$ cat src/rtl/usb_pkg.sv
// Shared types and constants for the USB receive packet path.
// Optional feature macro used by this slice: USB_RX_SOF_EN (SOF token decode).
package usb_pkg;

  // 4-bit PID as carried in PID[3:0]; PID[7:4] is the one's complement check field.
  typedef enum logic [3:0] {
    PidRsvd  = 4'b0000,
    PidOut   = 4'b0001,
    PidAck   = 4'b0010,
    PidData0 = 4'b0011,
    PidPing  = 4'b0100,
    PidSof   = 4'b0101,
    PidNyet  = 4'b0110,
    PidData2 = 4'b0111,
    PidSplit = 4'b1000,
    PidIn    = 4'b1001,
    PidNak   = 4'b1010,
    PidData1 = 4'b1011,
    PidPre   = 4'b1100,
    PidSetup = 4'b1101,
    PidStall = 4'b1110,
    PidMdata = 4'b1111
  } pid_e;

  typedef enum logic [2:0] {
    StIdle,
    StTok,
    StData,
    StHs,
    StCheck,
    StDrain
  } rx_state_e;

  typedef enum logic [2:0] {
    ErrNone   = 3'd0,
    ErrPid    = 3'd1,
    ErrCrc5   = 3'd2,
    ErrCrc16  = 3'd3,
    ErrLen    = 3'd4,
    ErrBabble = 3'd5,
    ErrAbort  = 3'd6
  } err_code_e;

  localparam logic [4:0]  USB_CRC5_INIT     = 5'b11111;
  localparam logic [4:0]  USB_CRC5_POLY     = 5'b00101;
  localparam logic [4:0]  USB_CRC5_RESIDUE  = 5'b01100;
  localparam logic [15:0] USB_CRC16_RESIDUE = 16'h800D;

  // Advance CRC5 by one byte, bits taken LSB first as they appear on the wire.
  function automatic logic [4:0] crc5_byte(input logic [4:0] crc, input logic [7:0] data);
    logic [4:0] c;
    logic       fb;
    c = crc;
    for (int i = 0; i < 8; i++) begin
      fb = data[i] ^ c[4];
      c  = {c[3:0], 1'b0} ^ (fb ? USB_CRC5_POLY : 5'b00000);
    end
    return c;
  endfunction

endpackage

$ cat src/rtl/usb_rx_packet_ctrl_if.sv
// Byte-stream, data-engine and result signals of the rx packet sequencer.
// USB_RX_SOF_EN adds the SOF result signals (sof_valid, frame_num).
interface usb_rx_packet_ctrl_if;

  logic        rx_byte_valid;
  logic [7:0]  rx_byte;
  logic        rx_eop;
  logic        rx_abort;
  logic        eng_crc_error;
  logic        eng_load_data;
  logic [7:0]  eng_data;
  logic        eng_packet_done;
  logic [3:0]  pkt_pid;
  logic        token_valid;
  logic [6:0]  token_addr;
  logic [3:0]  token_endp;
  logic        hs_valid;
  logic        data_ok;
  logic        err_valid;
  logic [2:0]  err_code;
`ifdef USB_RX_SOF_EN
  logic        sof_valid;
  logic [10:0] frame_num;
`endif

  // Stimulus side: PHY decode, data engine verdict, protocol layer.
  modport master (
    output rx_byte_valid, rx_byte, rx_eop, rx_abort, eng_crc_error,
    input  eng_load_data, eng_data, eng_packet_done, pkt_pid, token_valid, token_addr,
    input  token_endp, hs_valid, data_ok, err_valid, err_code
`ifdef USB_RX_SOF_EN
    , input sof_valid, frame_num
`endif
  );

  // Sequencer side.
  modport slave (
    input  rx_byte_valid, rx_byte, rx_eop, rx_abort, eng_crc_error,
    output eng_load_data, eng_data, eng_packet_done, pkt_pid, token_valid, token_addr,
    output token_endp, hs_valid, data_ok, err_valid, err_code
`ifdef USB_RX_SOF_EN
    , output sof_valid, frame_num
`endif
  );

endinterface

$ cat src/rtl/usb_crc5_check.sv
// Serial-in-byte CRC5 accumulator for token checking.
module usb_crc5_check
  import usb_pkg::*;
(
  input  logic       clk,
  input  logic       nRST,
  input  logic       clear,
  input  logic       load,
  input  logic [7:0] data,
  output logic       residue_ok
);

  logic [4:0] crc_q, crc_d;

  // Next CRC value: clear wins over load.
  always_comb begin
    crc_d = crc_q;
    if (clear) begin
      crc_d = USB_CRC5_INIT;
    end else if (load) begin
      crc_d = crc5_byte(crc_q, data);
    end
  end

  // Judged on the post-load value so a last byte arriving with EOP is included.
  assign residue_ok = (crc_d == USB_CRC5_RESIDUE);

  // CRC state register.
  always_ff @(posedge clk or negedge nRST) begin
    if (!nRST) begin
      crc_q <= USB_CRC5_INIT;
    end else begin
      crc_q <= crc_d;
    end
  end

endmodule

$ cat src/rtl/usb_rx_packet_ctrl.sv
// Receive-side packet sequencer: PID check, token CRC5, data engine strobes, one
// result per packet. USB_RX_SOF_EN enables SOF decode with frame number output.
module usb_rx_packet_ctrl
  import usb_pkg::*;
#(
  parameter int unsigned MAX_DATA_BYTES = 1026
) (
  input logic                 clk,
  input logic                 nRST,
  usb_rx_packet_ctrl_if.slave bus
);

  localparam logic [10:0] CntMax = 11'(MAX_DATA_BYTES);
  localparam logic [10:0] CntSat = 11'(MAX_DATA_BYTES + 1);

  rx_state_e   state_q, state_d;
  logic [10:0] cnt_q, cnt_d;
  logic [7:0]  b1_q, b1_d;
  logic [2:0]  b2_q, b2_d;
  logic [3:0]  pid_q, pid_d;
  logic        load_q, load_d;
  logic [7:0]  data_q, data_d;
  logic        done_q, done_d;
  logic        tok_q, tok_d;
  logic [6:0]  addr_q, addr_d;
  logic [3:0]  endp_q, endp_d;
  logic        hs_q, hs_d;
  logic        ok_q, ok_d;
  logic        err_q, err_d;
  err_code_e   code_q, code_d;
  logic        crc_clear, crc_load, crc_ok;
`ifdef USB_RX_SOF_EN
  logic        is_sof_q, is_sof_d;
  logic        sof_q, sof_d;
  logic [10:0] frame_q, frame_d;
`endif

  usb_crc5_check u_crc5 (
    .clk        (clk),
    .nRST       (nRST),
    .clear      (crc_clear),
    .load       (crc_load),
    .data       (bus.rx_byte),
    .residue_ok (crc_ok)
  );

  // Next state and registered outputs: abort first, else byte then EOP, then verdict.
  always_comb begin
    state_d   = state_q;
    cnt_d     = cnt_q;
    b1_d      = b1_q;
    b2_d      = b2_q;
    pid_d     = pid_q;
    load_d    = 1'b0;
    data_d    = data_q;
    done_d    = 1'b0;
    tok_d     = 1'b0;
    addr_d    = addr_q;
    endp_d    = endp_q;
    hs_d      = 1'b0;
    ok_d      = 1'b0;
    err_d     = 1'b0;
    code_d    = code_q;
    crc_clear = 1'b0;
    crc_load  = 1'b0;
`ifdef USB_RX_SOF_EN
    is_sof_d  = is_sof_q;
    sof_d     = 1'b0;
    frame_d   = frame_q;
`endif

    if (bus.rx_abort) begin
      unique case (state_q)
        StIdle:  ;
        StDrain: state_d = StIdle;
        default: begin
          // Flush the engine CRC; the aborted packet gets no CRC16 verdict.
          done_d  = (state_q == StData);
          err_d   = 1'b1;
          code_d  = ErrAbort;
          state_d = StIdle;
        end
      endcase
    end else begin
      if (bus.rx_byte_valid) begin
        unique case (state_q)
          StIdle: begin
            cnt_d     = '0;
            crc_clear = 1'b1;
            if (bus.rx_byte[3:0] != ~bus.rx_byte[7:4]) begin
              err_d   = 1'b1;
              code_d  = ErrPid;
              state_d = StDrain;
            end else begin
              pid_d = bus.rx_byte[3:0];
`ifdef USB_RX_SOF_EN
              is_sof_d = 1'b0;
`endif
              case (pid_e'(bus.rx_byte[3:0]))
                PidOut, PidIn, PidSetup:            state_d = StTok;
                PidData0, PidData1, PidData2, PidMdata: state_d = StData;
                PidAck, PidNak, PidStall, PidNyet:  state_d = StHs;
`ifdef USB_RX_SOF_EN
                PidSof: begin
                  state_d  = StTok;
                  is_sof_d = 1'b1;
                end
`endif
                default:                            state_d = StDrain;
              endcase
            end
          end
          StTok: begin
            if (cnt_q == 11'd2) begin
              err_d   = 1'b1;
              code_d  = ErrLen;
              state_d = StDrain;
            end else begin
              cnt_d    = cnt_q + 11'd1;
              crc_load = 1'b1;
              if (cnt_q == 11'd0) begin
                b1_d = bus.rx_byte;
              end else begin
                b2_d = bus.rx_byte[2:0];
              end
            end
          end
          StHs: begin
            err_d   = 1'b1;
            code_d  = ErrLen;
            state_d = StDrain;
          end
          StData: begin
            if (cnt_q == CntMax) begin
              // Overflow byte is not forwarded.
              cnt_d   = CntSat;
              err_d   = 1'b1;
              code_d  = ErrBabble;
              done_d  = 1'b1;
              state_d = StDrain;
            end else begin
              cnt_d  = cnt_q + 11'd1;
              load_d = 1'b1;
              data_d = bus.rx_byte;
            end
          end
          default: ;
        endcase
      end

      // EOP is applied to the state left by any byte in the same cycle.
      if (bus.rx_eop) begin
        unique case (state_d)
          StTok: begin
            state_d = StIdle;
            if (cnt_d != 11'd2) begin
              err_d  = 1'b1;
              code_d = ErrLen;
            end else if (!crc_ok) begin
              err_d  = 1'b1;
              code_d = ErrCrc5;
`ifdef USB_RX_SOF_EN
            end else if (is_sof_d) begin
              sof_d   = 1'b1;
              frame_d = {b2_d, b1_d};
`endif
            end else begin
              tok_d  = 1'b1;
              addr_d = b1_d[6:0];
              endp_d = {b2_d, b1_d[7]};
            end
          end
          StHs: begin
            hs_d    = 1'b1;
            state_d = StIdle;
          end
          StData: begin
            done_d  = 1'b1;
            state_d = StCheck;
          end
          StDrain: state_d = StIdle;
          default: ;
        endcase
      end

      // Engine verdict is valid the cycle after packet_done, so wait out that strobe.
      if (state_q == StCheck && !done_q) begin
        state_d = StIdle;
        if (cnt_q < 11'd2) begin
          err_d  = 1'b1;
          code_d = ErrLen;
        end else if (bus.eng_crc_error) begin
          err_d  = 1'b1;
          code_d = ErrCrc16;
        end else begin
          ok_d = 1'b1;
        end
      end
    end
  end

  // State and output registers.
  always_ff @(posedge clk or negedge nRST) begin
    if (!nRST) begin
      state_q  <= StIdle;
      cnt_q    <= '0;
      b1_q     <= '0;
      b2_q     <= '0;
      pid_q    <= '0;
      load_q   <= 1'b0;
      data_q   <= '0;
      done_q   <= 1'b0;
      tok_q    <= 1'b0;
      addr_q   <= '0;
      endp_q   <= '0;
      hs_q     <= 1'b0;
      ok_q     <= 1'b0;
      err_q    <= 1'b0;
      code_q   <= ErrNone;
`ifdef USB_RX_SOF_EN
      is_sof_q <= 1'b0;
      sof_q    <= 1'b0;
      frame_q  <= '0;
`endif
    end else begin
      state_q  <= state_d;
      cnt_q    <= cnt_d;
      b1_q     <= b1_d;
      b2_q     <= b2_d;
      pid_q    <= pid_d;
      load_q   <= load_d;
      data_q   <= data_d;
      done_q   <= done_d;
      tok_q    <= tok_d;
      addr_q   <= addr_d;
      endp_q   <= endp_d;
      hs_q     <= hs_d;
      ok_q     <= ok_d;
      err_q    <= err_d;
      code_q   <= code_d;
`ifdef USB_RX_SOF_EN
      is_sof_q <= is_sof_d;
      sof_q    <= sof_d;
      frame_q  <= frame_d;
`endif
    end
  end

  assign bus.eng_load_data   = load_q;
  assign bus.eng_data        = data_q;
  assign bus.eng_packet_done = done_q;
  assign bus.pkt_pid         = pid_q;
  assign bus.token_valid     = tok_q;
  assign bus.token_addr      = addr_q;
  assign bus.token_endp      = endp_q;
  assign bus.hs_valid        = hs_q;
  assign bus.data_ok         = ok_q;
  assign bus.err_valid       = err_q;
  assign bus.err_code        = code_q;
`ifdef USB_RX_SOF_EN
  assign bus.sof_valid       = sof_q;
  assign bus.frame_num       = frame_q;
`endif

endmodule
$ cat src/flat_wrapper.sv
// flat-port wrapper written by rule: the top's interface ports become plain ports
module usb_rx_packet_ctrl_flat import usb_pkg::*;
#(
  parameter int unsigned MAX_DATA_BYTES = 1026
)
  (clk, nRST, bus_rx_byte_valid, bus_rx_byte, bus_rx_eop, bus_rx_abort, bus_eng_crc_error, bus_eng_load_data, bus_eng_data, bus_eng_packet_done, bus_pkt_pid, bus_token_valid, bus_token_addr, bus_token_endp, bus_hs_valid, bus_data_ok, bus_err_valid, bus_err_code);
  usb_rx_packet_ctrl_if bus_i ();
  input logic clk;
  input logic nRST;
  input wire logic [$bits(bus_i.rx_byte_valid)-1:0] bus_rx_byte_valid;
  input wire logic [$bits(bus_i.rx_byte)-1:0] bus_rx_byte;
  input wire logic [$bits(bus_i.rx_eop)-1:0] bus_rx_eop;
  input wire logic [$bits(bus_i.rx_abort)-1:0] bus_rx_abort;
  input wire logic [$bits(bus_i.eng_crc_error)-1:0] bus_eng_crc_error;
  output wire logic [$bits(bus_i.eng_load_data)-1:0] bus_eng_load_data;
  output wire logic [$bits(bus_i.eng_data)-1:0] bus_eng_data;
  output wire logic [$bits(bus_i.eng_packet_done)-1:0] bus_eng_packet_done;
  output wire logic [$bits(bus_i.pkt_pid)-1:0] bus_pkt_pid;
  output wire logic [$bits(bus_i.token_valid)-1:0] bus_token_valid;
  output wire logic [$bits(bus_i.token_addr)-1:0] bus_token_addr;
  output wire logic [$bits(bus_i.token_endp)-1:0] bus_token_endp;
  output wire logic [$bits(bus_i.hs_valid)-1:0] bus_hs_valid;
  output wire logic [$bits(bus_i.data_ok)-1:0] bus_data_ok;
  output wire logic [$bits(bus_i.err_valid)-1:0] bus_err_valid;
  output wire logic [$bits(bus_i.err_code)-1:0] bus_err_code;
  assign bus_i.rx_byte_valid = bus_rx_byte_valid;
  assign bus_i.rx_byte = bus_rx_byte;
  assign bus_i.rx_eop = bus_rx_eop;
  assign bus_i.rx_abort = bus_rx_abort;
  assign bus_i.eng_crc_error = bus_eng_crc_error;
  assign bus_eng_load_data = bus_i.eng_load_data;
  assign bus_eng_data = bus_i.eng_data;
  assign bus_eng_packet_done = bus_i.eng_packet_done;
  assign bus_pkt_pid = bus_i.pkt_pid;
  assign bus_token_valid = bus_i.token_valid;
  assign bus_token_addr = bus_i.token_addr;
  assign bus_token_endp = bus_i.token_endp;
  assign bus_hs_valid = bus_i.hs_valid;
  assign bus_data_ok = bus_i.data_ok;
  assign bus_err_valid = bus_i.err_valid;
  assign bus_err_code = bus_i.err_code;
  usb_rx_packet_ctrl #(.MAX_DATA_BYTES(MAX_DATA_BYTES)) u_core (.clk(clk), .nRST(nRST), .bus(bus_i));
endmodule
$ cat config.mk
export PLATFORM = sky130hd
export DESIGN_NAME = usb_rx_packet_ctrl_flat
export DESIGN_NICKNAME = d
export VERILOG_FILES = /design/src/rtl/usb_pkg.sv /design/src/rtl/usb_rx_packet_ctrl_if.sv /design/src/rtl/usb_crc5_check.sv /design/src/rtl/usb_rx_packet_ctrl.sv /design/src/flat_wrapper.sv
export SDC_FILE = /design/constraint.sdc
export NUM_CORES = 1
export LEC_CHECK = 0
export CAP_MARGIN = 20
export CORE_ASPECT_RATIO = 0.8
export CORE_MARGIN = 4
export CORE_UTILIZATION = 50
export DETAILED_ROUTE_END_ITERATION = 6
export PLACE_DENSITY = 0.76
export SETUP_SLACK_MARGIN = 0.1
export SYNTH_ARGS = -nofsm -noshare
export SYNTH_HDL_FRONTEND = slang
export SYNTH_SLANG_ARGS = --single-unit
$ cat constraint.sdc
create_clock -name clk -period 8.6 [get_ports clk]
set_clock_uncertainty 0.1 [all_clocks]
set_input_delay 0.86 -clock clk [delete_from_list [all_inputs] [get_ports clk]]
set_output_delay 0.86 -clock clk [all_outputs]
set_load 0.005 [all_outputs]
=== Word level (Yosys, flattened, before mapping) ===
Memories as Yosys holds them, arrays and structs flattened.
Cells that the tools add are included.

* Muxes and demuxes: 91
* Reduce and logical (&&, ||, !) cells: 9
* Magnitude comparators: 1
* $add $sub $neg: 1
* Eq/ne operators: 16
* Bitwise operators: 21

{| class="wikitable"
|+ Operators with widths
! operator !! number
|-
| $mux 3 || 34
|-
| $mux 11 || 4
|-
| $mux 1 || 42
|-
| $xor 5x3->5 || 8
|-
| $pmux 11 s3 || 1
|-
| $mux 8 || 4
|-
| $pmux 3 s4 || 2
|-
| $eq 3x2->1 const B || 4
|-
| $add 11x1->11 const B || 1
|-
| $eq 11x11->1 const B || 1
|-
| $eq 11x2->1 const B || 1
|-
| $logic_not 11->1 || 1
|-
| $lt 11x2->1 const B || 1
|-
| $ne 11x2->1 const B || 1
|-
| $mux 5 || 2
|-
| $eq 3x3->1 const B || 3
|-
| $reduce_and 4->1 || 2
|-
| $xor 1x1->1 || 8
|-
| $eq 3x1->1 const B || 2
|-
| $pmux 3 s2 || 1
|-
| $eq 5x4->1 const B || 1
|-
| $reduce_and 5->1 || 1
|-
| $ne 2x2->1 const B || 2
|-
| $ne 4x4->1 || 1
|-
| other kinds (8) || 11
|}

* Input bits: 14
* Output and inout bits: 32
* Register bits: 62
* Bits in read-only memories: 48
* Memories kept: 1
* Logic and storage cells: 156

{| class="wikitable"
|+ Memories
! name !! words !! bits a word !! read ports !! clocked after memory_dff !! write ports !! line !! source
|-
| (no name shown) || 16 || 3 || 1 || 0 || 0 || usb_rx_packet_ctrl.sv:99 || <nowiki>case (pid_e'(bus.rx_byte[3:0]))</nowiki>
|}

=== Longest topological paths before layout ===
* Word-level depth: 35
* Gate-level depth with buffers: 11
* Gate-level depth less buffers: 10

=== Modules after synthesis ===
Synthesis repeated with hierarchy kept, for this count alone.

* Cell total of the unflattened synthesis: 392
* Area total of the unflattened synthesis: 3,962.6 µm²

{| class="wikitable"
|+ By module, submodules not included
! module !! area an instance (µm²) !! times used !! seq. area each (µm²) !! cells an instance
|-
| usb_rx_packet_ctrl || 3,452.1 || 1 || 1,426.4 || 354
|-
| usb_crc5_check || 510.5 || 1 || 131.4 || 38
|}

=== Least setup slack after synthesis ===
No wires, ideal clock.

* Path type: input port to flip-flop
* Start: in bus_rx_byte[4]
* End: reg u_core.addr_q[0] (netlist: u_core.bus.token_addr[0])
* Data arrival time: 2,921 ps
* Library setup time: 125 ps
* Data required time: 8,375 ps
* Stages on the path: 10
* Slack: 5,454 ps
* Path buffers: 2
* Cells stage by stage: clkbuf_1 -> xor2_1 -> nand4_1 -> o21ai_1 -> nand2b_1 -> a21oi_1 -> nand4_1 -> nand4bb_4 -> buf_6 -> mux2_4

* Word-level cells in the longest chain between the ends: 12
* Elaborated cells between the ends (all ways): 19
* Classes of those cells: eq/ne (3); mux (8); bitwise (7); reduce/logical (1)

{| class="wikitable"
|+ RTL lines
! what !! line !! source
|-
| from (decl) || flat_wrapper.sv:11 || <nowiki>input wire logic [$bits(bus_i.rx_byte)-1:0] bus_rx_byte;</nowiki>
|-
| $xor 1x1->1 || usb_pkg.sv:55 || <nowiki>fb = data[i] ^ c[4];</nowiki>
|-
| $mux 3 || usb_pkg.sv:56 || <nowiki>c = {c[3:0], 1'b0} ^ (fb ? USB_CRC5_POLY : 5'b00000);</nowiki>
|-
| $xor 5x3->5 (3 in series) || usb_pkg.sv:56 ||
|-
| $xor 1x1->1 || usb_pkg.sv:55 ||
|-
| $mux 3 || usb_pkg.sv:56 ||
|-
| $xor 5x3->5 || usb_pkg.sv:56 ||
|-
| $mux 5 || usb_crc5_check.sv:20 || <nowiki>end else if (load) begin</nowiki>
|-
| $mux 5 || usb_crc5_check.sv:18 || <nowiki>if (clear) begin</nowiki>
|-
| $eq 5x4->1 || usb_crc5_check.sv:26 || <nowiki>assign residue_ok = (crc_d == USB_CRC5_RESIDUE);</nowiki>
|-
| $reduce_and 5->1 (no source line) (*) || - ||
|-
| to (signal assigned) || usb_rx_packet_ctrl.sv:235 || <nowiki>addr_q <= addr_d;</nowiki>
|-
| to (decl) || usb_rx_packet_ctrl.sv:25 || <nowiki>logic [6:0] addr_q, addr_d;</nowiki>
|}

Mark *: on every way between the ends. The rest lies on a longest branch, timed or not. The select of a mux whose other input is x is not followed.
A chain may end at the register's enable or synchronous reset.

=== Worst setup path in the final report ===
* Start: in bus_rx_byte[0]
* End: reg u_core.addr_q[3] (netlist: u_core.bus.token_addr[3])

* Word-level cells in the longest chain between the ends: 18
* Elaborated cells between the ends (all ways): 27
* Classes of those cells: eq/ne (3); mux (10); bitwise (12); reduce/logical (1); memory (1)

{| class="wikitable"
|+ RTL lines
! what !! line
|-
| $xor 1x1->1 || usb_pkg.sv:55
|-
| $mux 3 || usb_pkg.sv:56
|-
| $xor 5x3->5 (3 in series) || usb_pkg.sv:56
|-
| $xor 1x1->1 || usb_pkg.sv:55
|-
| $mux 3 || usb_pkg.sv:56
|-
| $xor 5x3->5 (3 in series) || usb_pkg.sv:56
|-
| $xor 1x1->1 || usb_pkg.sv:55
|-
| $mux 3 || usb_pkg.sv:56
|-
| $xor 5x3->5 (2 in series) || usb_pkg.sv:56
|-
| $mux 5 || usb_crc5_check.sv:20
|-
| $mux 5 || usb_crc5_check.sv:18
|-
| $eq 5x4->1 || usb_crc5_check.sv:26
|-
| $reduce_and 5->1 (no source line) (*) || -
|}

Marks and branches as above.

==> reports/results.ini <==
[outcome]
status = finished clean

[clock_network]
cts_made_buffers = 9
cts.sink_count = 62
root_buffer = clkbuf_8
tritoncts = built
cts_hold_buf = 0
clock_path_buffers = 2
path_clk_slew_ns = 0.07
post_cts_resized = 0
clkLatencyLatePin_ns = 0.35
post_cts_buffers = 0
h-tree-depth = 3

[critical_path]
worst_r2r_path_depth = 10
critical_path.most_common_cell = nand4_1
critPathMaxFanout = 12
crit_path_cell_trace = clkdlybuf4s50_1, xor2_1, nand4_1, o21ai_1, nand2b_1, a21oi_1, nand4_1, nand4bb_4, mux2_4
arrival_ns = 3.99
crit_slowest_cell = clkdlybuf4s50_1
max_stage_delay_ns = 0.79
path_class = input port to flip-flop
worst-path-buf-inv = 1
cp.required_ns = 8.73
cp_num_cells = 9
worst_setup_path_start_kind = input port
crit_family = simple AND/OR/NAND/NOR gates
reg2reg_setup_slack_ns = 4.98
crit_path_end_kind = flip-flop

[power]
vdd_drop_max_mv = 0.169
leakage_nw = 1.90
comb_power_share = 0.367
p_sw_frac = 0.346
p_switching_w = 0.000342
internal-power_w = 0.000647
p_per_area_nw_per_um2 = 221
power.share.clock = 0.224
sequentialPowerShare = 0.409
totalPowerFinal_w = 0.000989

[drt]
first_pass_iters = 5
drt_iter0_drc = 201
finalWirelength_um = 9010
via_per_inst = 5.85
wl_per_cell_um = 17.1
ant_nets = 0
vias = 3077
route.detailed.drc = 0

[sta]
worst_pin_slew_ns = 0.839
finalSetupViolations = 0
maxSlewViolCount = 0
grt_setup_unrepaired = false
period_share = 0.450
slew-limit-headroom = 0.439
setup_slack_ns = 4.73
min_period_ns = 3.87
setup_tns_ns = 0
whs_ns = 0.408
max_freq_mhz = 259
hold_viol = 0

[placed_design]
dp_hpwl_um = 6510
port_buffers = 45
globalplace.congestion = 0.918
dp_slack_ns = 4.43

[floorplanning]
core_um2 = 7430
die_area_um2 = 9120
die_x_um = 106
start_util = 0.515
rows = 28
die_height_um = 86.2
io_pins = 46

[logic_synthesis]
seq_area_frac_synth = 0.407
syn-cell-area_um2 = 3820
syn_inst = 382
syn_area_per_cell_um2 = 10.0
synthDominantCellAreaShare = 0.373
synth_cell_types = 65
ys_ff_latch = 62
ys.flop_type = dfrtp_1
synth_fp_nets = 399
synth.largest_area_cell = dfrtp_1
synth.area.top_cells = dfrtp_1 37%, mux2_2 11%, mux2_4 3.5%
yosysWarnings = 0
synth_edf_count = 0
synthArstFlopShare = 1.00

[global_route]
antenna_found_initial = 0
grt_pass1_vias = 2969
grt_max_degree = 63
grt_overflow = 0
globalRouteTotalUtil = 0.208
grt_pass1_wl_um = 15000

[cells_and_area]
layout_common_cells = 57 x dfrtp_1, 44 x clkdlybuf4s50_1, 37 x mux2_2
num_antenna_cells = 0
drive_gt1_frac = 0.202
layout_commonest_cell = dfrtp_1
final_core_util = 0.603
finalNetCount = 433
syn2layout_area_growth_pct = 17.0

[worst_hold_path]
holdCritPathClass = flip-flop to flip-flop
worstHoldPathCells = 2

[flow_run]
maxCapViolCount = 0

## state kept, by name (all words and copies together), names as in the netlist, 3 cells and up
register,count
u_core.bus.token_addr,7
u_core.bus.eng_data,8
u_core.bus.err_code,3
u_core.u_crc5.crc_q,5
u_core.bus.pkt_pid,4
u_core.cnt_q,11
u_core.state_q,3
u_core.b1_q,8
u_core.b2_q,3
u_core.bus.token_endp,4
## power by group through the flow
stage	combinational, W	sequential [W]	clock (W)
6_report	0.000362	0.000405	0.000222
5_1_grt	0.000395	0.000414	0.000243
4_1_cts	0.000362	0.000404	0.000228
3_3_place_gp	0.000349	0.000405	0
3_5_place_dp	0.000359	0.000409	0
2_1_floorplan	0.000237	0.000394	0
## final timing paths
kind | from | endpoint
worst max register to register | u_core.cnt_q[0]$_DFFE_PN0N_ | u_core.bus.token_addr[3]$_DFFE_PN0P_
worst min-delay path | u_core.u_crc5.crc_q[1]$_DFF_PN1_ | u_core.u_crc5.crc_q[1]$_DFF_PN1_
worst min register to register | u_core.u_crc5.crc_q[1]$_DFF_PN1_ | u_core.u_crc5.crc_q[1]$_DFF_PN1_
min in group asynchronous | nRST | u_core.cnt_q[9]$_DFFE_PN0N_
worst max-delay path | bus_rx_byte[0] | u_core.bus.token_addr[3]$_DFFE_PN0P_
max in group asynchronous | nRST | u_core.bus.eng_data[5]$_DFFE_PN0P_
## area by class of cell
| cell class | count | area, um2 |
|---|---|---|
| Fill cell | 630 | 2950 |
| Multi-Input combinational cell | 286 | 2120 |
| Sequential cell | 62 | 1560 |
| Timing Repair Buffer | 46 | 453 |
| Tap cell | 105 | 131 |
| Clock buffer | 10 | 128 |
| Inverter | 11 | 41.3 |
| Clock inverter | 6 | 40.0 |
## worst reg2reg max path, delay by kind of cell (launching register included)
| kind | cells | cell delay [ns] |
|---|---|---|
| adders and majority gates | 1 | 0.25 |
| AOI/OAI and AO/OA | 1 | 0.39 |
| DFF | 1 | 0.48 |
| muxes | 1 | 0.41 |
| buffers and inverters | 1 | 0.14 |
| and+or+nand+nor | 6 | 1.73 |
## routing by layer
metal  global-route usage  vias up  routed length, um
met5                    0        -                  0
met4               0.0812        0                120
met3               0.0484       12                484
met2                0.319      108               4240
met1                0.288     1494               4170
li1                     -     1463                  -
## metrics by stage
stage,std cells,area [um2]
after floorplan,382,3820
after global routing,526,4480
final,526,4480
after global placement,510,4310
after detailed placement,510,4310
after CTS,526,4480
## cell families (layout without fill, tap and decap cells)
| logic type | after synthesis | in the layout | synth area share |
|---|---|---|---|
| multiplexers | 46 | 46 | 0.144 |
| adder cells (fa/ha/maj) | 3 | 3 | 0.00982 |
| buffers and inverters | 34 | 73 | 0.0370 |
| XOR/XNOR | 25 | 25 | 0.0628 |
| AO/OA/AOI/OAI | 82 | 82 | 0.147 |
| AND/OR/NAND/NOR | 130 | 130 | 0.192 |
| flip-flops | 62 | 62 | 0.407 |
## cell usage after synthesis, types with 3 or more instances
master,instances
a21oi_1,12
a31oi_1,3
and3_1,4
buf_2,5
clkbuf_1,16
dfrtp_1,57
dfstp_2,5
ha_1,3
inv_1,11
mux2_2,37
mux2_4,9
nand2_1,20
nand2b_1,10
nand3_1,16
nand4_1,5
nor2_1,31
nor2b_1,5
nor3_1,8
nor3b_1,3
nor4_1,3
o211ai_1,3
o21a_1,3
o21ai_0,19
o21ai_1,3
o22ai_1,5
o31ai_1,7
o41ai_1,3
or2_2,5
or3_1,3
xnor2_1,15
xor2_1,8
(Power assumes the default switching activity.)
